**src/rtl/spif_pkg.sv**
```systemverilog
// Packet field layout shared by the SPIF transmit and receive paths.
package spif_pkg;

  localparam int unsigned PACKET_BITS     = 72;
  localparam int unsigned KEY_LSB         = 8;
  localparam int unsigned PAYLOAD_LSB     = 40;
  localparam int unsigned HDR_PARITY_BIT  = 0;
  localparam int unsigned HDR_PAYLOAD_BIT = 1;

  typedef struct packed {
    logic [31:0] payload;
    logic [31:0] key;
    logic [7:0]  header;
  } spif_pkt_t;

endpackage

```
**src/rtl/rr_arbiter.sv**
```systemverilog
// Round-robin arbiter: one-hot grant to the first requester at or after the pointer.
module rr_arbiter #(
  parameter int unsigned NUM_CHANNELS = 2
) (
  input  logic                    clk,
  input  logic                    reset,
  input  logic [NUM_CHANNELS-1:0] request,
  input  logic                    advance,
  output logic [NUM_CHANNELS-1:0] grant
);

  localparam int unsigned IDX_W = (NUM_CHANNELS > 1) ? $clog2(NUM_CHANNELS) : 1;

  logic [IDX_W-1:0] ptr_q, ptr_d;
  logic [IDX_W-1:0] win_idx;
  logic [IDX_W-1:0] cand_idx;
  logic             found;

  // Search requesters starting at the pointer, wrapping around
  always_comb begin
    grant    = '0;
    win_idx  = ptr_q;
    cand_idx = ptr_q;
    found    = 1'b0;
    for (int unsigned k = 0; k < NUM_CHANNELS; k++) begin
      cand_idx = IDX_W'((32'(ptr_q) + k) % NUM_CHANNELS);
      if (!found && request[cand_idx]) begin
        found   = 1'b1;
        win_idx = cand_idx;
      end
    end
    if (found) grant[win_idx] = 1'b1;
  end

  // Pointer moves past the winner only when its packet is actually taken
  always_comb begin
    ptr_d = ptr_q;
    if (advance) ptr_d = IDX_W'((32'(win_idx) + 32'd1) % NUM_CHANNELS);
  end

  // Pointer register
  always_ff @(posedge clk) begin
    if (reset) ptr_q <= '0;
    else       ptr_q <= ptr_d;
  end

endmodule

```
**src/rtl/pkt_transmitter.sv**
```systemverilog
// Multi-source packet transmitter: round-robin input arbitration, header
// parity insertion and a two-entry (main + skid) registered output buffer.
module pkt_transmitter #(
  parameter int unsigned PACKET_BITS  = spif_pkg::PACKET_BITS,
  parameter int unsigned NUM_CHANNELS = 2,
  parameter bit          PARITY_EN    = 1'b1
) (
  input  logic                                    clk,
  input  logic                                    reset,
  input  logic [NUM_CHANNELS-1:0][PACKET_BITS-1:0] pkt_data_in,
  input  logic [NUM_CHANNELS-1:0]                 pkt_vld_in,
  output logic [NUM_CHANNELS-1:0]                 pkt_rdy_out,
  output logic [PACKET_BITS-1:0]                  pkt_data_out,
  output logic                                    pkt_vld_out,
  input  logic                                    pkt_rdy_in,
  output logic [NUM_CHANNELS-1:0]                 ptx_cnt_out
);

  localparam int unsigned CH_W    = (NUM_CHANNELS > 1) ? $clog2(NUM_CHANNELS) : 1;
  localparam int unsigned PAY_LSB = spif_pkg::PAYLOAD_LSB;
  localparam int unsigned PAR_BIT = spif_pkg::HDR_PARITY_BIT;
  localparam int unsigned PRS_BIT = spif_pkg::HDR_PAYLOAD_BIT;

  logic [NUM_CHANNELS-1:0] grant;
  logic                    space_c;
  logic                    in_xfer;
  logic                    out_xfer;
  logic [CH_W-1:0]         in_ch;
  logic [PACKET_BITS-1:0]  in_raw;
  logic [PACKET_BITS-1:0]  in_pkt;

  logic [PACKET_BITS-1:0]  data_q, data_d;
  logic                    vld_q, vld_d;
  logic [CH_W-1:0]         ch_q, ch_d;
  logic [PACKET_BITS-1:0]  skid_data_q, skid_data_d;
  logic                    skid_vld_q, skid_vld_d;
  logic [CH_W-1:0]         skid_ch_q, skid_ch_d;

  // A slot is free after this cycle unless both entries are held
  assign out_xfer    = vld_q & pkt_rdy_in;
  assign space_c     = ~skid_vld_q | pkt_rdy_in;
  assign pkt_rdy_out = (space_c && !reset) ? grant : '0;
  assign in_xfer     = |(pkt_vld_in & pkt_rdy_out);

  rr_arbiter #(
    .NUM_CHANNELS (NUM_CHANNELS)
  ) u_rr_arbiter (
    .clk     (clk),
    .reset   (reset),
    .request (pkt_vld_in),
    .advance (in_xfer),
    .grant   (grant)
  );

  // Select the granted channel's packet and fix up its parity bit
  always_comb begin
    in_ch = '0;
    for (int i = 0; i < int'(NUM_CHANNELS); i++) begin
      if (grant[i]) in_ch = CH_W'(i);
    end
    in_raw = pkt_data_in[in_ch];
    in_pkt = in_raw;
    if (PARITY_EN) begin
      in_pkt[PAR_BIT] = in_raw[PRS_BIT] ? ~(^in_raw[PACKET_BITS-1:1])
                                        : ~(^in_raw[PAY_LSB-1:1]);
    end
  end

  // Main/skid buffer update: skid drains into main before new data
  always_comb begin
    data_d      = data_q;
    vld_d       = vld_q;
    ch_d        = ch_q;
    skid_data_d = skid_data_q;
    skid_vld_d  = skid_vld_q;
    skid_ch_d   = skid_ch_q;
    if (!vld_q || pkt_rdy_in) begin
      if (skid_vld_q) begin
        data_d     = skid_data_q;
        vld_d      = 1'b1;
        ch_d       = skid_ch_q;
        skid_vld_d = in_xfer;
        if (in_xfer) begin
          skid_data_d = in_pkt;
          skid_ch_d   = in_ch;
        end
      end else begin
        vld_d = in_xfer;
        if (in_xfer) begin
          data_d = in_pkt;
          ch_d   = in_ch;
        end
      end
    end else if (in_xfer) begin
      skid_data_d = in_pkt;
      skid_vld_d  = 1'b1;
      skid_ch_d   = in_ch;
    end
  end

  // Buffer registers
  always_ff @(posedge clk) begin
    if (reset) begin
      data_q      <= '0;
      vld_q       <= 1'b0;
      ch_q        <= '0;
      skid_data_q <= '0;
      skid_vld_q  <= 1'b0;
      skid_ch_q   <= '0;
    end else begin
      data_q      <= data_d;
      vld_q       <= vld_d;
      ch_q        <= ch_d;
      skid_data_q <= skid_data_d;
      skid_vld_q  <= skid_vld_d;
      skid_ch_q   <= skid_ch_d;
    end
  end

  // Delivery pulse for the source channel of the packet leaving this cycle
  always_comb begin
    ptx_cnt_out = '0;
    for (int i = 0; i < int'(NUM_CHANNELS); i++) begin
      ptx_cnt_out[i] = out_xfer && !reset && (ch_q == CH_W'(i));
    end
  end

  assign pkt_data_out = data_q;
  assign pkt_vld_out  = vld_q;

endmodule

```
**config.mk**
```make
export PLATFORM = sky130hd
export DESIGN_NAME = pkt_transmitter
export DESIGN_NICKNAME = d
export VERILOG_FILES = /design/src/rtl/spif_pkg.sv /design/src/rtl/rr_arbiter.sv /design/src/rtl/pkt_transmitter.sv
export SDC_FILE = /design/constraint.sdc
export NUM_CORES = 1
export LEC_CHECK = 0
export ABC_AREA = 1
export ABC_CLOCK_PERIOD_IN_PS = 5900
export BUFFER_PORTS_ARGS = -buffer_cell sky130_fd_sc_hd__buf_2
export CAP_MARGIN = 40
export CORE_ASPECT_RATIO = 1.1
export CORE_MARGIN = 4
export CORE_UTILIZATION = 50
export CTS_CLUSTER_SIZE = 14
export DETAILED_ROUTE_END_ITERATION = 6
export HOLD_SLACK_MARGIN = 0.06
export PLACE_DENSITY = 0.87
export SETUP_SLACK_MARGIN = 0.02
export SLEW_MARGIN = 10
export SYNTH_ARGS = -nofsm -noshare
export SYNTH_HDL_FRONTEND = slang
export SYNTH_HIERARCHICAL = 1
export SYNTH_SLANG_ARGS = --single-unit
```
**constraint.sdc**
```tcl
create_clock -name clk -period 5.9 [get_ports clk]
set_input_delay 0.885 -clock clk [delete_from_list [all_inputs] [get_ports clk]]
set_output_delay 0.885 -clock clk [all_outputs]
set_load 0.01 [all_outputs]
```
# Word level (Yosys, flattened, before mapping)
# Index checks and enable logic that the tools add are counted.
[totals]
reg_bits = 149
ram_bits = 0
inputBits = 149
output_inout_bits = 77
mem_count = 0
mem_bits_ro = 0
latchBits = 0
wordCells = 67
[classes]
n_mux = 29
div = 0
n_lt_le_gt_ge = 5
mul = 0
addsub = 2
eq_ne = 1
n_bitwise = 7
n_shift = 0
n_reduce_logical = 16
[op_table]
columns = ["operator", "count"]
rows = [
  ["two-way mux 72 bit", 7],
  ["XOR reduction 71 bit", 1],
  ["XOR reduction 39 bit", 1],
  ["two-way mux 1 bit", 19],
  ["< comparator 1 x 2 -> 1 bit, second input constant", 4],
  ["logical AND 1 bit", 6],
  ["two-way mux 2 bit", 2],
  ["inverter 1 bit", 4],
  ["nonzero test 2 bit", 2],
  ["logical NOT 1 bit", 3],
  ["adder 1 bit, second input constant", 2],
  ["AND 2 bit", 1],
  ["inequality test 2 bit, second input constant", 1],
  ["AND reduction 2 bit", 1],
  ["OR reduction 2 bit", 1],
  ["AND 1 bit", 1],
  ["demux 1 bit (select 1 bit)", 1],
  [">= comparator 1 bit, second input constant", 1],
  ["logical OR 1 bit", 1],
  ["OR 1 bit", 1],
]

# Logic depth before layout (Yosys ltp)
# Gate-level depths: netlist of the first run.
[depth]
depth_word = 20
ltp_mapped = 28

# Cells and area by module
# The synthesis of the first run kept the hierarchy.
[by_module_without_submodules]
columns = ["module", "cells_each", "area_per_inst_um2", "seq_area_each_um2", "n_inst"]
rows = [
  ["pkt_transmitter", 1422, 8617.0, 2962.8, 1],
  ["rr_arbiter", 11, 72.6, 20.0, 1],
]

# Worst setup path before layout of the first run
# OpenSTA, ideal clock, no wires.
[synth_path]
kind = "input -> register"
startpoint = "in pkt_vld_in[1]"
endpoint = "reg ch_q"
cell_stages = 14
setup_ns = 0.136
path_slack_ns = 3.052
arrival_ns = 2.712
cell_sequence = "inv_1 -> o21ai_0 -> buf_6 -> inv_4 -> buf_8 -> buf_6 -> nor2_1 -> nand2_1 -> nand3_1 -> nand2_1 -> clkinv_1 -> clkbuf_1 -> clkbuf_1 -> a31oi_1"
[synth_via]
elab_chain_cells = 16
word_cells_on_any_way = 23
cone_classes = "order compare (2); mux (14); bitwise (1); reduce/logical (6)"
[synth_rtl]
columns = ["item", "line", "source"]
rows = [
  ["from (decl)", "pkt_transmitter.sv:11", "input logic [NUM_CHANNELS-1:0] pkt_vld_in,"],
  ["two-way mux 1 bit (implied by the code) (2 in series)", "rr_arbiter.sv:27", "if (!found && request[cand_idx]) begin"],
  ["two-way mux 1 bit", "rr_arbiter.sv:27", ""],
  ["logical NOT 1 bit", "rr_arbiter.sv:27", ""],
  ["logical AND 1 bit", "rr_arbiter.sv:27", ""],
  ["two-way mux 1 bit", "rr_arbiter.sv:27", ""],
  ["< comparator 1 x 2 -> 1 bit (implied by the code) / >= comparator 1 bit (equally long branches)", "rr_arbiter.sv:32", "if (found) grant[win_idx] = 1'b1;"],
  ["logical AND 1 bit (implied by the code)", "rr_arbiter.sv:32", ""],
  ["two-way mux 1 bit (implied by the code)", "rr_arbiter.sv:32", ""],
  ["demux 1 bit (select 1 bit)", "--", ""],
  ["two-way mux 2 bit (*)", "rr_arbiter.sv:32", ""],
  ["via grant[1]", "pkt_transmitter.sv:24", "logic [NUM_CHANNELS-1:0] grant;"],
  ["two-way mux 2 bit (*)", "pkt_transmitter.sv:42", "assign pkt_rdy_out = (space_c && !reset) ? grant : '0;"],
  ["via pkt_rdy_out[1]", "pkt_transmitter.sv:12", "output logic [NUM_CHANNELS-1:0] pkt_rdy_out,"],
  ["AND 2 bit (*)", "pkt_transmitter.sv:43", "assign in_xfer = |(pkt_vld_in & pkt_rdy_out);"],
  ["OR reduction 2 bit (*)", "pkt_transmitter.sv:43", ""],
  ["nonzero test 2 bit (no source line) (*)", "--", ""],
  ["AND reduction 2 bit (no source line) (*)", "--", ""],
  ["to (signal assigned)", "pkt_transmitter.sv:113", "ch_q <= ch_d;"],
  ["to (decl)", "pkt_transmitter.sv:34", "logic [CH_W-1:0] ch_q, ch_d;"],
]
# The timed path passes the listed nets; every way through them passes the cells marked *. The select of a mux whose other input is x is not followed.
# A chain may end at the register's enable or synchronous reset.

# Worst setup path in the final report of the first run
[layout_path]
startpoint = "in pkt_vld_in[1]"
endpoint = "reg data_q[46], in the netlist pkt_data_out[46]"
[layout_via]
elab_chain_cells = 16
word_cells_on_any_way = 25
cone_classes = "order compare (2); mux (16); bitwise (1); reduce/logical (6)"
[layout_rtl]
columns = ["item", "line", "source"]
rows = [
  ["two-way mux 1 bit (implied by the code) (2 in series)", "rr_arbiter.sv:27", ""],
  ["two-way mux 1 bit", "rr_arbiter.sv:27", ""],
  ["logical NOT 1 bit", "rr_arbiter.sv:27", ""],
  ["logical AND 1 bit", "rr_arbiter.sv:27", ""],
  ["two-way mux 1 bit", "rr_arbiter.sv:27", ""],
  ["< comparator 1 x 2 -> 1 bit (implied by the code) / >= comparator 1 bit (equally long branches)", "rr_arbiter.sv:32", ""],
  ["logical AND 1 bit (implied by the code)", "rr_arbiter.sv:32", ""],
  ["two-way mux 1 bit (implied by the code)", "rr_arbiter.sv:32", ""],
  ["demux 1 bit (select 1 bit)", "--", ""],
  ["two-way mux 2 bit (*)", "rr_arbiter.sv:32", ""],
  ["via grant[1]", "pkt_transmitter.sv:24", ""],
  ["two-way mux 1 bit / two-way mux 2 bit (equally long branches)", "pkt_transmitter.sv:59, pkt_transmitter.sv:42", ""],
  ["two-way mux 72 bit (implied by the code) / AND 2 bit (equally long branches)", "pkt_transmitter.sv:61, pkt_transmitter.sv:43", ""],
  ["two-way mux 72 bit (implied by the code) / OR reduction 2 bit (equally long branches)", "pkt_transmitter.sv:61, pkt_transmitter.sv:43", ""],
  ["two-way mux 72 bit / nonzero test 2 bit (equally long branches)", "--", ""],
  ["two-way mux 72 bit / AND reduction 2 bit (equally long branches)", "--", ""],
  ["to (signal assigned)", "pkt_transmitter.sv:111", "data_q <= data_d;"],
  ["to (decl)", "pkt_transmitter.sv:32", "logic [PACKET_BITS-1:0] data_q, data_d;"],
]
# Marked as above.

==> results.cfg, run 1 <==
[yosys]
synth_warnings = 6
synth_nets = 1582
ys_ff_latch = 149
avgSynthCellArea_sq_um = 6.06
ys_types = 29
ys_seq_area_frac = 0.343
synth_area_sq_mm = 0.00869
synth_cells = 1433

[clock_tree]
clkSinkCount = 149
cts_max_level = 4
insertion_delay_ns = 0.42
clock-root-buffer = clkbuf_16
path_clk_slew_ns = 0.06
cts_inserted_buffers = 17
cts_setup_buffers = 0
clock_path_buffers = 2
post_cts_resize_count = 0
tritoncts = done
hold_buffers = 0

[critical_path]
cp_slowest_cell = inv_4
rr_endpoint = pkt_data_out[46]
reg2reg_slack_ns = 2.13
worst-path-max-fanout = 102
rr_worst_depth = 13
critPathKind = in -> reg
end_kind = flip-flop
worst-path-buf-inv = 7
r2r_start = u_rr_arbiter/ptr_q
start_kind = primary input
critPathTopFamily = buffers and inverters
cpPeakStageDelay_ns = 0.71
path_cells = buf_2 > inv_1 > o21ai_4 > buf_4 > inv_4 > buf_16 > nor2_1 > nand2_1 > nand3_1 > nand2_1 > inv_4 > buf_4 > o21ai_0 > a31oi_1
crit_start = pkt_vld_in[1]
critPathRequiredTime_ns = 6.24
critPathArrivalTime_ns = 4.35

[timing]
grt_setup_unrepaired = no
period_share = 0.680
hold_viol_final = 0
worst_clock_skew_ns = 0.0106
clock.fmax_ghz = 0.249
setup_viol_count_final = 0
slew_headroom = 0.390
final.setup.tns_ns = 0
tightest_slew_ns = 0.916
period_needed_ns = 4.01
timing.final.max_slew_violations = 0

[layout]
diodes = 0
stdcell_area_sq_mm = 0.0104
drive_gt1_frac = 0.188
post-route-util = 0.609
n_fill_cell = 1572
final_nets = 1745
stdcell_count = 1842
area_growth_pct = 19.3

[run_status]
status = finished clean

[floorplan]
num_rows = 50
die_w_microns = 134
dieArea_sq_mm = 0.0196
start_util = 0.511
io-pin-count = 226
core_sq_mm = 0.0170
die_y_microns = 146

[drt]
viasPerCell = 5.14
vias = 9462
drc = 0
routedWlPerCell_microns = 12.9
antenna_left = 0
routed_wirelength_microns = 23700
drtIter0Drc = 444
drt-pass1-iter-count = 6

[placement]
placedCellCount = 1811
io_buffers = 223
placed_cell_area_sq_mm = 0.00975
place_congestion = 0.792
hpwl_microns = 16100

[hold_path]
worst_hold_path.endpoint = pkt_data_out[0]
min_from = pkt_data_out[0]
hold_path.class = reg -> reg
hold_depth = 2

[grt]
overflow = 0
grt_pass1_vias = 8689
grt_max_degree = 103
grt_pass1_wl_microns = 39100
grt_usage = 0.239
antenna_found_initial = 0

[power]
seq_power_share = 0.371
p_leak_nw = 5.44
p_switching_mw = 0.909
internal-power_mw = 2.02
switching_share = 0.310
clockPowerShare = 0.393
p_comb_frac = 0.236
vdd_drop_max_mv = 0.186
power_density_mw_per_mm2 = 283

[flow_run]
drv_cap = 0
layout make-up:
type	instances	area, sq um	area share
multi-input combinational	1070	4770	0.460
clock buffer	20	447	0.0431
sequential	149	2990	0.288
tap	234	293	0.0282
clock inverter	11	175	0.0169
timing repair buffer	233	1220	0.118
inverter	125	477	0.0460
cells in the mapped netlist:
cell / count / area [sq um]
nor2_1: 106 / 398
buf_2: 14 / 70.1
inv_4: 1 / 6.26
buf_6: 11 / 124
or2_1: 2 / 12.5
buf_1: 2 / 7.51
inv_1: 105 / 394
xor2_1: 4 / 35.0
o21ai_1: 37 / 185
dfxtp_1: 149 / 2980
clkinv_1: 1 / 3.75
a21oi_2: 1 / 8.76
nand2_2: 13 / 81.3
inv_2: 18 / 67.6
nand3_1: 12 / 60.1
o21ai_4: 1 / 16.3
buf_4: 6 / 45.0
o21ai_0: 100 / 500
a21oi_1: 63 / 315
o21ai_2: 2 / 17.5
nand4_1: 1 / 6.26
clkbuf_1: 54 / 203
a31oi_1: 43 / 269
xnor2_1: 1 / 8.76
a211oi_1: 70 / 526
buf_8: 2 / 30.0
nand2_1: 611 / 2290
o21bai_1: 1 / 7.51
o21a_1: 2 / 15.0
power by group through the flow:
stage / clock (mW) / combinational [mW] / sequential, mW
floorplan: 0 / 0.477 / 1.13
global placement: 0 / 0.666 / 1.11
detailed placement: 0 / 0.689 / 1.11
CTS: 1.17 / 0.693 / 1.09
global route: 1.21 / 0.794 / 1.09
finish: 1.15 / 0.691 / 1.09
cell families after synthesis:
| kind of cell | after synthesis | synth area share |
|---|---|---|
| AO/OA/AOI/OAI | 320 | 0.214 |
| XOR/XNOR | 5 | 0.00504 |
| buffers and inverters | 214 | 0.109 |
| flip-flops | 149 | 0.343 |
| AND/OR/NAND/NOR | 745 | 0.328 |
per-stage QoR:
stage,hold WS (ns),power [mW],setup slack (ns)
2_1_floorplan,0.447,1.60,3.05
3_3_place_gp,0.450,1.77,1.55
3_5_place_dp,0.463,1.80,1.48
4_1_cts,0.471,2.95,1.93
5_1_grt,0.496,3.10,1.53
6_report,0.468,2.93,1.89
tightest hold or removal path, delay by kind of cell, from the launching register on:
family          cells  cell delay [ns]
simple gates        1             0.06
compound gates      1             0.06
flops               1             0.30
flip-flops by register name (all words and copies together) (netlist names):
name,cells
pkt_data_out,72
skid_data_q,72
ch_q,1
pkt_vld_out,1
skid_ch_q,1
skid_vld_q,1
u_rr_arbiter/ptr_q,1
placed cells by master (no fill, tap or decap), types with 3 or more instances in the layout:
cell type  Yosys  layout
xor2_1         4       4
clkbuf_16      0      17
inv_4          1       3
inv_2         18      19
o21ai_1       37      37
bufinv_16      0       4
a31oi_1       43      43
dfxtp_1      149     148
inv_1        105     103
o21ai_0      100      99
nand2_1      611     611
buf_2         14     223
a211oi_1      70      70
nor2_1       106     106
buf_4          6       8
nand2_2       13      13
nand3_1       12      12
a21oi_1       63      63
per-layer routing:
layer,GRT usage,part of all wire,routed length (microns)
met5,0,0,0
met4,0.0900,0.020,469
met3,0.0386,0.061,1460
met2,0.429,0.49,11500
met1,0.285,0.43,10300
how the worst max path moves through the flow:
stage | to | cells past startpoint | slack, ns
final | pkt_data_out[46] | 14 | 1.89
after global routing | pkt_data_out[46] | 14 | 1.53
after detailed placement | pkt_data_out[47] | 14 | 1.48
after CTS | pkt_data_out[46] | 14 | 1.93
after global placement | skid_data_q[36] | 13 | 1.55
after floorplan | ch_q | 14 | 3.05
(Power assumes the default switching activity.)
==> run 2: changes to the inputs <==
Settings changed: ABC_CLOCK_PERIOD_IN_PS 5900 to 3700.
Clock period 5.9 ns to 3.7 ns, I/O delays scaled along.
==> run 2 against run 1 <==
Compared with the run above:
- clock skew is 0.00063 ns lower
- largest power group unchanged
- global-route usage is 0.75 points lower
- critical endpoint is now pkt_data_out[0]
- cell area is 0.63% higher
- power is 60% higher
- core utilization is 0.38 points higher
- hold slack worse by 0.0071 ns
==> results.cfg, run 2 (same netlist as run 1, synthesis figures left out) <==
[clock_tree]
path_clk_slew_ns = 0.06
cts_setup_buffers = 0
clkSinkCount = 149
cts_inserted_buffers = 17
clock_path_buffers = 2
tritoncts = done
post_cts_resize_count = 0
clock-root-buffer = clkbuf_16
insertion_delay_ns = 0.41
hold_buffers = 0
cts_max_level = 4

[timing]
tightest_slew_ns = 0.907
slew_headroom = 0.395
worst_clock_skew_ns = 0.0100
timing.final.max_slew_violations = 0
clock.fmax_ghz = 0.345
period_needed_ns = 2.90
final.setup.tns_ns = 0
setup_viol_count_final = 0
period_share = 0.783
setup_ws_ns = 0.804
grt_setup_unrepaired = no
hold_viol_final = 0

[critical_path]
critPathKind = reg -> reg
path_cells = nand2_2 > o21ai_4 > buf_4 > nand2_1 > nand2_1 > inv_2 > nand2_1 > nand2_1 > nand2_1 > nand2_1 > nand2_1 > nand2_1 > nand2_1 > nand2_1 > nand2_1 > nand3_1 > nand2_1 > inv_1 > nand2_1 > nand2_1 > nand2_1 > nand3_1 > nand2_1 > a21oi_1
critPathRequiredTime_ns = 3.95
path_common_cell = nand2_1
start_kind = flip-flop
cp_slowest_cell = buf_4
end_kind = flip-flop
critPathArrivalTime_ns = 3.15
worst-path-max-fanout = 60
cpPeakStageDelay_ns = 0.53

[power]
clockPowerShare = 0.393
seq_power_share = 0.369
p_switching_mw = 1.46
internal-power_mw = 3.23
switching_share = 0.310
p_leak_nw = 5.46
vdd_drop_max_mv = 0.279
power_density_mw_per_mm2 = 450
p_comb_frac = 0.237
totalPowerFinal_mw = 4.69

[floorplan]
die_w_microns = 134
io-pin-count = 226
dieArea_sq_mm = 0.0196
num_rows = 50
start_util = 0.511
die_y_microns = 146
core_sq_mm = 0.0170

[hold_path]
hold_path.class = in -> reg

[run_status]
status = finished clean

[drt]
vias = 9248
routed_wirelength_microns = 23500
antenna_left = 0
drc = 0
drtIter0Drc = 522
drt-pass1-iter-count = 5
routedWlPerCell_microns = 12.7
viasPerCell = 5.01

[grt]
grt_pass1_wl_microns = 37600
antenna_found_initial = 0
grt_usage = 0.231
grt_max_degree = 77
grt_pass1_vias = 8123
overflow = 0

[layout]
drive_gt1_frac = 0.190
area_growth_pct = 20.1
n_fill_cell = 1648
final_nets = 1748
layout_commonest_cell = nand2_1
layout_common_cells = nand2_1 (611), buf_2 (223), dfxtp_1 (148)
diodes = 0

[placement]
place_congestion = 0.783
io_buffers = 223
preCtsSetupSlack_ns = 0.455
hpwl_microns = 16100

[flow_run]
drv_cap = 0
==> run 2: cell types whose count changed in the layout (fill, tap and decap cells not counted) <==
| cell | previous run | this run |
|---|---|---|
| buf_12 | 1 | 6 |
| buf_16 | 1 | 0 |
| buf_4 | 8 | 7 |
| clkbuf_1 | 2 | 3 |
| clkinv_2 | 1 | 2 |
| clkinv_4 | 2 | 1 |
==> run 2: area by class of cell <==
class                      count  area (sq um)  share of cell area
timing repair buffer         236          1290               0.124
sequential                   149          2990               0.286
multi-input combinational   1070          4770               0.457
tap                          234           293              0.0281
clock buffer                  21           450              0.0432
inverter                     125           477              0.0457
clock inverter                11           171              0.0164
==> run 2: through the flow <==
step                area, sq um  cells   util  hold WS [ns]
floorplan                  8690   1433      -         0.447
global placement           9810   1814  0.577         0.451
detailed placement         9810   1814  0.577         0.461
CTS                       10400   1846  0.613         0.441
global route              10400   1846  0.613         0.450
finish                    10400   1846  0.613         0.461
==> run 2: worst max-delay path, delay by kind of cell (launching register included) <==
kind | cells | cell delay, ns
compound gates | 2 | 0.16
simple gates | 19 | 1.53
flops | 1 | 0.37
buf+inv | 3 | 0.65
==> run 2: power groups by stage <==
stage / logic, mW / clock network [mW] / registers (mW)
floorplan: 0.760 / 0 / 1.80
global placement: 1.08 / 0 / 1.77
detailed placement: 1.11 / 0 / 1.77
CTS: 1.12 / 1.87 / 1.73
global route: 1.28 / 1.94 / 1.74
finish: 1.11 / 1.84 / 1.73
==> run 2: path summary, 6_finish.rpt <==
| kind | from | endpoint | slack [ns] | cells past startpoint |
|---|---|---|---|---|
| max reg2reg | u_rr_arbiter/ptr_q | pkt_data_out[0] | 0.80 | 24 |
| min | pkt_vld_in[0] | u_rr_arbiter/ptr_q | 0.46 | 3 |
| min reg2reg | pkt_data_out[0] | pkt_data_out[0] | 0.47 | 2 |
| max | u_rr_arbiter/ptr_q | pkt_data_out[0] | 0.80 | 24 |
==> run 2: routing by layer <==
metal | GRT usage | routed length, microns
met1 | 0.284 | 10400
met2 | 0.410 | 11400
met3 | 0.0496 | 1330
met4 | 0.0612 | 334
met5 | 0 | 0
==> run 3: changes to the inputs <==
Settings changed: ABC_AREA 1 to 0, ABC_CLOCK_PERIOD_IN_PS 3700 to 2700, PLACE_DENSITY 0.87 to 0.88.
Clock period 3.7 ns to 2.7 ns, I/O delays scaled along.
==> run 3 against run 2 <==
Compared with the run above:
- cell area down 2.7%
- power is 37% higher
- die area down 9.6%
- via count down 19%
- core utilization increased by 5.6 points
- setup slack got worse by 0.85 ns
- the flow now finishes with violations (negative setup slack)
- clock power rose by 36%
- hold slack worse by 0.11 ns
- largest power group unchanged
==> results.cfg, run 3 <==
[run_status]
status = finished with violations
violations = negative setup slack

[floorplan]
io-pin-count = 226
start_util = 0.515
die_y_microns = 139
core_sq_mm = 0.0152
die_w_microns = 127
num_rows = 47
dieArea_sq_mm = 0.0177

[clock_tree]
cts_inserted_buffers = 17
clock-root-buffer = clkbuf_16
tritoncts = done
path_clk_slew_ns = 0.06
cts_max_level = 4
clkSinkCount = 149
clock_path_buffers = 2
insertion_delay_ns = 0.42

[timing]
hold_ws_ns = 0.346
timing.final.max_slew_violations = 0
worst_clock_skew_ns = 0.00975
setup_viol_count_final = 2
grt_setup_unrepaired = yes
hold_viol_final = 0
setup_ws_ns = -0.0435
tightest_slew_ns = 0.700
clock.fmax_ghz = 0.364
period_needed_ns = 2.74
final.setup.tns_ns = -0.0676
slew_headroom = 0.533
period_share = 1.02

[layout]
post-route-util = 0.669
layout_common_cells = nor2_1 (291), buf_2 (222), a21oi_1 (149)
n_fill_cell = 1223
multi_input_area_sq_mm = 0.00466
final_nets = 1331
stdcell_count = 1392
stdcell_area_sq_mm = 0.0102
area_growth_pct = 30.0
layout_commonest_cell = nor2_1
drive_gt1_frac = 0.277
area.sequential_sq_mm = 0.00299

[yosys]
synth_flop_cell = dfxtp_1
yosys.area.top_type_share = 0.382
synth_warnings = 6
synth_area_sq_mm = 0.00781
synth_cells = 966
synth_edf_count = 0
ys_seq_area_frac = 0.382
ys_types = 31
ys_ff_latch = 149
synthArstFlopShare = 0
synthTopCellsByArea = dfxtp_1 (38%), nor2_1 (14%), mux2i_1 (13%)
synth_most_common_cell = nor2_1
synth_commonest_cells = nor2_1 (292), a21oi_1 (150), dfxtp_1 (149), mux2i_1 (98), a211oi_1 (71)
synth_nets = 1115
avgSynthCellArea_sq_um = 8.08
yosys.area.top_type = dfxtp_1

[power]
totalPowerFinal_mw = 6.44
p_leak_nw = 4.34
power_density_mw_per_mm2 = 635
vdd_drop_max_mv = 0.426

[drt]
vias = 7509
routed_wirelength_microns = 22800
viasPerCell = 5.39
antenna_left = 0
drc = 0
drtIter0Drc = 541
routedWlPerCell_microns = 16.4
drt-pass1-iter-count = 6

[critical_path]
end_kind = flip-flop
cp_slowest_cell = xnor3_1
worst-path-buf-inv = 3
critPathRequiredTime_ns = 2.99
worst-path-max-fanout = 8
cpPeakStageDelay_ns = 0.48
critPathArrivalTime_ns = 3.03
path_cells = inv_2 > a21boi_4 > buf_12 > buf_12 > mux2i_4 > xnor2_1 > xnor2_1 > xnor3_1 > xnor2_2 > or3_4 > nand3_2 > a21oi_1
critPathKind = reg -> reg
start_kind = flip-flop
critPathTopFamily = XOR/XNOR gates

[grt]
antenna_found_initial = 2
grt_usage = 0.243
grt_pass1_vias = 7194
overflow = 0
grt_pass1_wl_microns = 35000
grt_max_degree = 118

[flow_run]
drv_cap = 0

[placement]
io_buffers = 223
place_congestion = 0.924
hpwl_microns = 16000
placed_cell_area_sq_mm = 0.00924
placedCellCount = 1345
preCtsSetupSlack_ns = -0.0884

[hold_path]
hold_path.class = in -> reg
## run 3: worst paths after layout
check	start	endpoint	slack, ns	depth (start not counted)
max	u_rr_arbiter/ptr_q	pkt_data_out[0]	-0.04	12
max reg2reg	u_rr_arbiter/ptr_q	pkt_data_out[0]	-0.04	12
min	pkt_rdy_in	skid_vld_q	0.35	4
min reg2reg	pkt_data_out[38]	pkt_data_out[38]	0.48	2
## run 3: repair_timing
action	4_1_cts	5_1_grt
pin swaps	6	10
gates resized for setup	8	20
buffers inserted	5	8
cloned	0	1
setup endpoints to repair	2	2
hold buffers	0	0
## run 3: layout make-up
class                   count  share of cell area
inverters                   3             0.00111
flip-flops and latches    149               0.294
clock buffers              20              0.0440
clock inverters            11              0.0170
repair buffers            273               0.160
multi-input cells         738               0.459
diodes                      2            0.000493
well taps                 196              0.0242
## run 3: worst reg2reg max path, stage by stage, from the launching register on
cell and delay, ns:
dfxtp_2 0.33, inv_2 0.04, a21boi_4 0.17, buf_12 0.15, buf_12 0.15, mux2i_4 0.24, xnor2_1 0.10, xnor2_1 0.25
xnor3_1 0.48, xnor2_2 0.17, or3_4 0.39, nand3_2 0.08, a21oi_1 0.06
## run 3: power breakdown
part	leakage, nW	switching (mW)	internal (mW)
Combinational	2.84	0.850	0.766
Clock	0.297	0.935	1.57
Sequential	1.21	0.0414	2.28
## run 3: kinds of logic (layout without fill, tap and decap cells)
logic type | count (synthesis) | in the layout | share of synthesized area
mux | 104 | 104 | 0.141
other cells | 0 | 2 | 0
buf+inv | 79 | 307 | 0.0429
simple gates | 306 | 306 | 0.150
compound gates | 229 | 229 | 0.171
xor+xnor | 99 | 99 | 0.113
flops | 149 | 149 | 0.382
## run 3: layer usage
layer | vias to the layer above | global-route usage | share of wire
met5 | - | 0 | 0
met4 | 0 | 0.0841 | 0.022
met3 | 42 | 0.0547 | 0.066
met2 | 301 | 0.423 | 0.51
met1 | 3443 | 0.293 | 0.41
li1 | 3723 | - | -
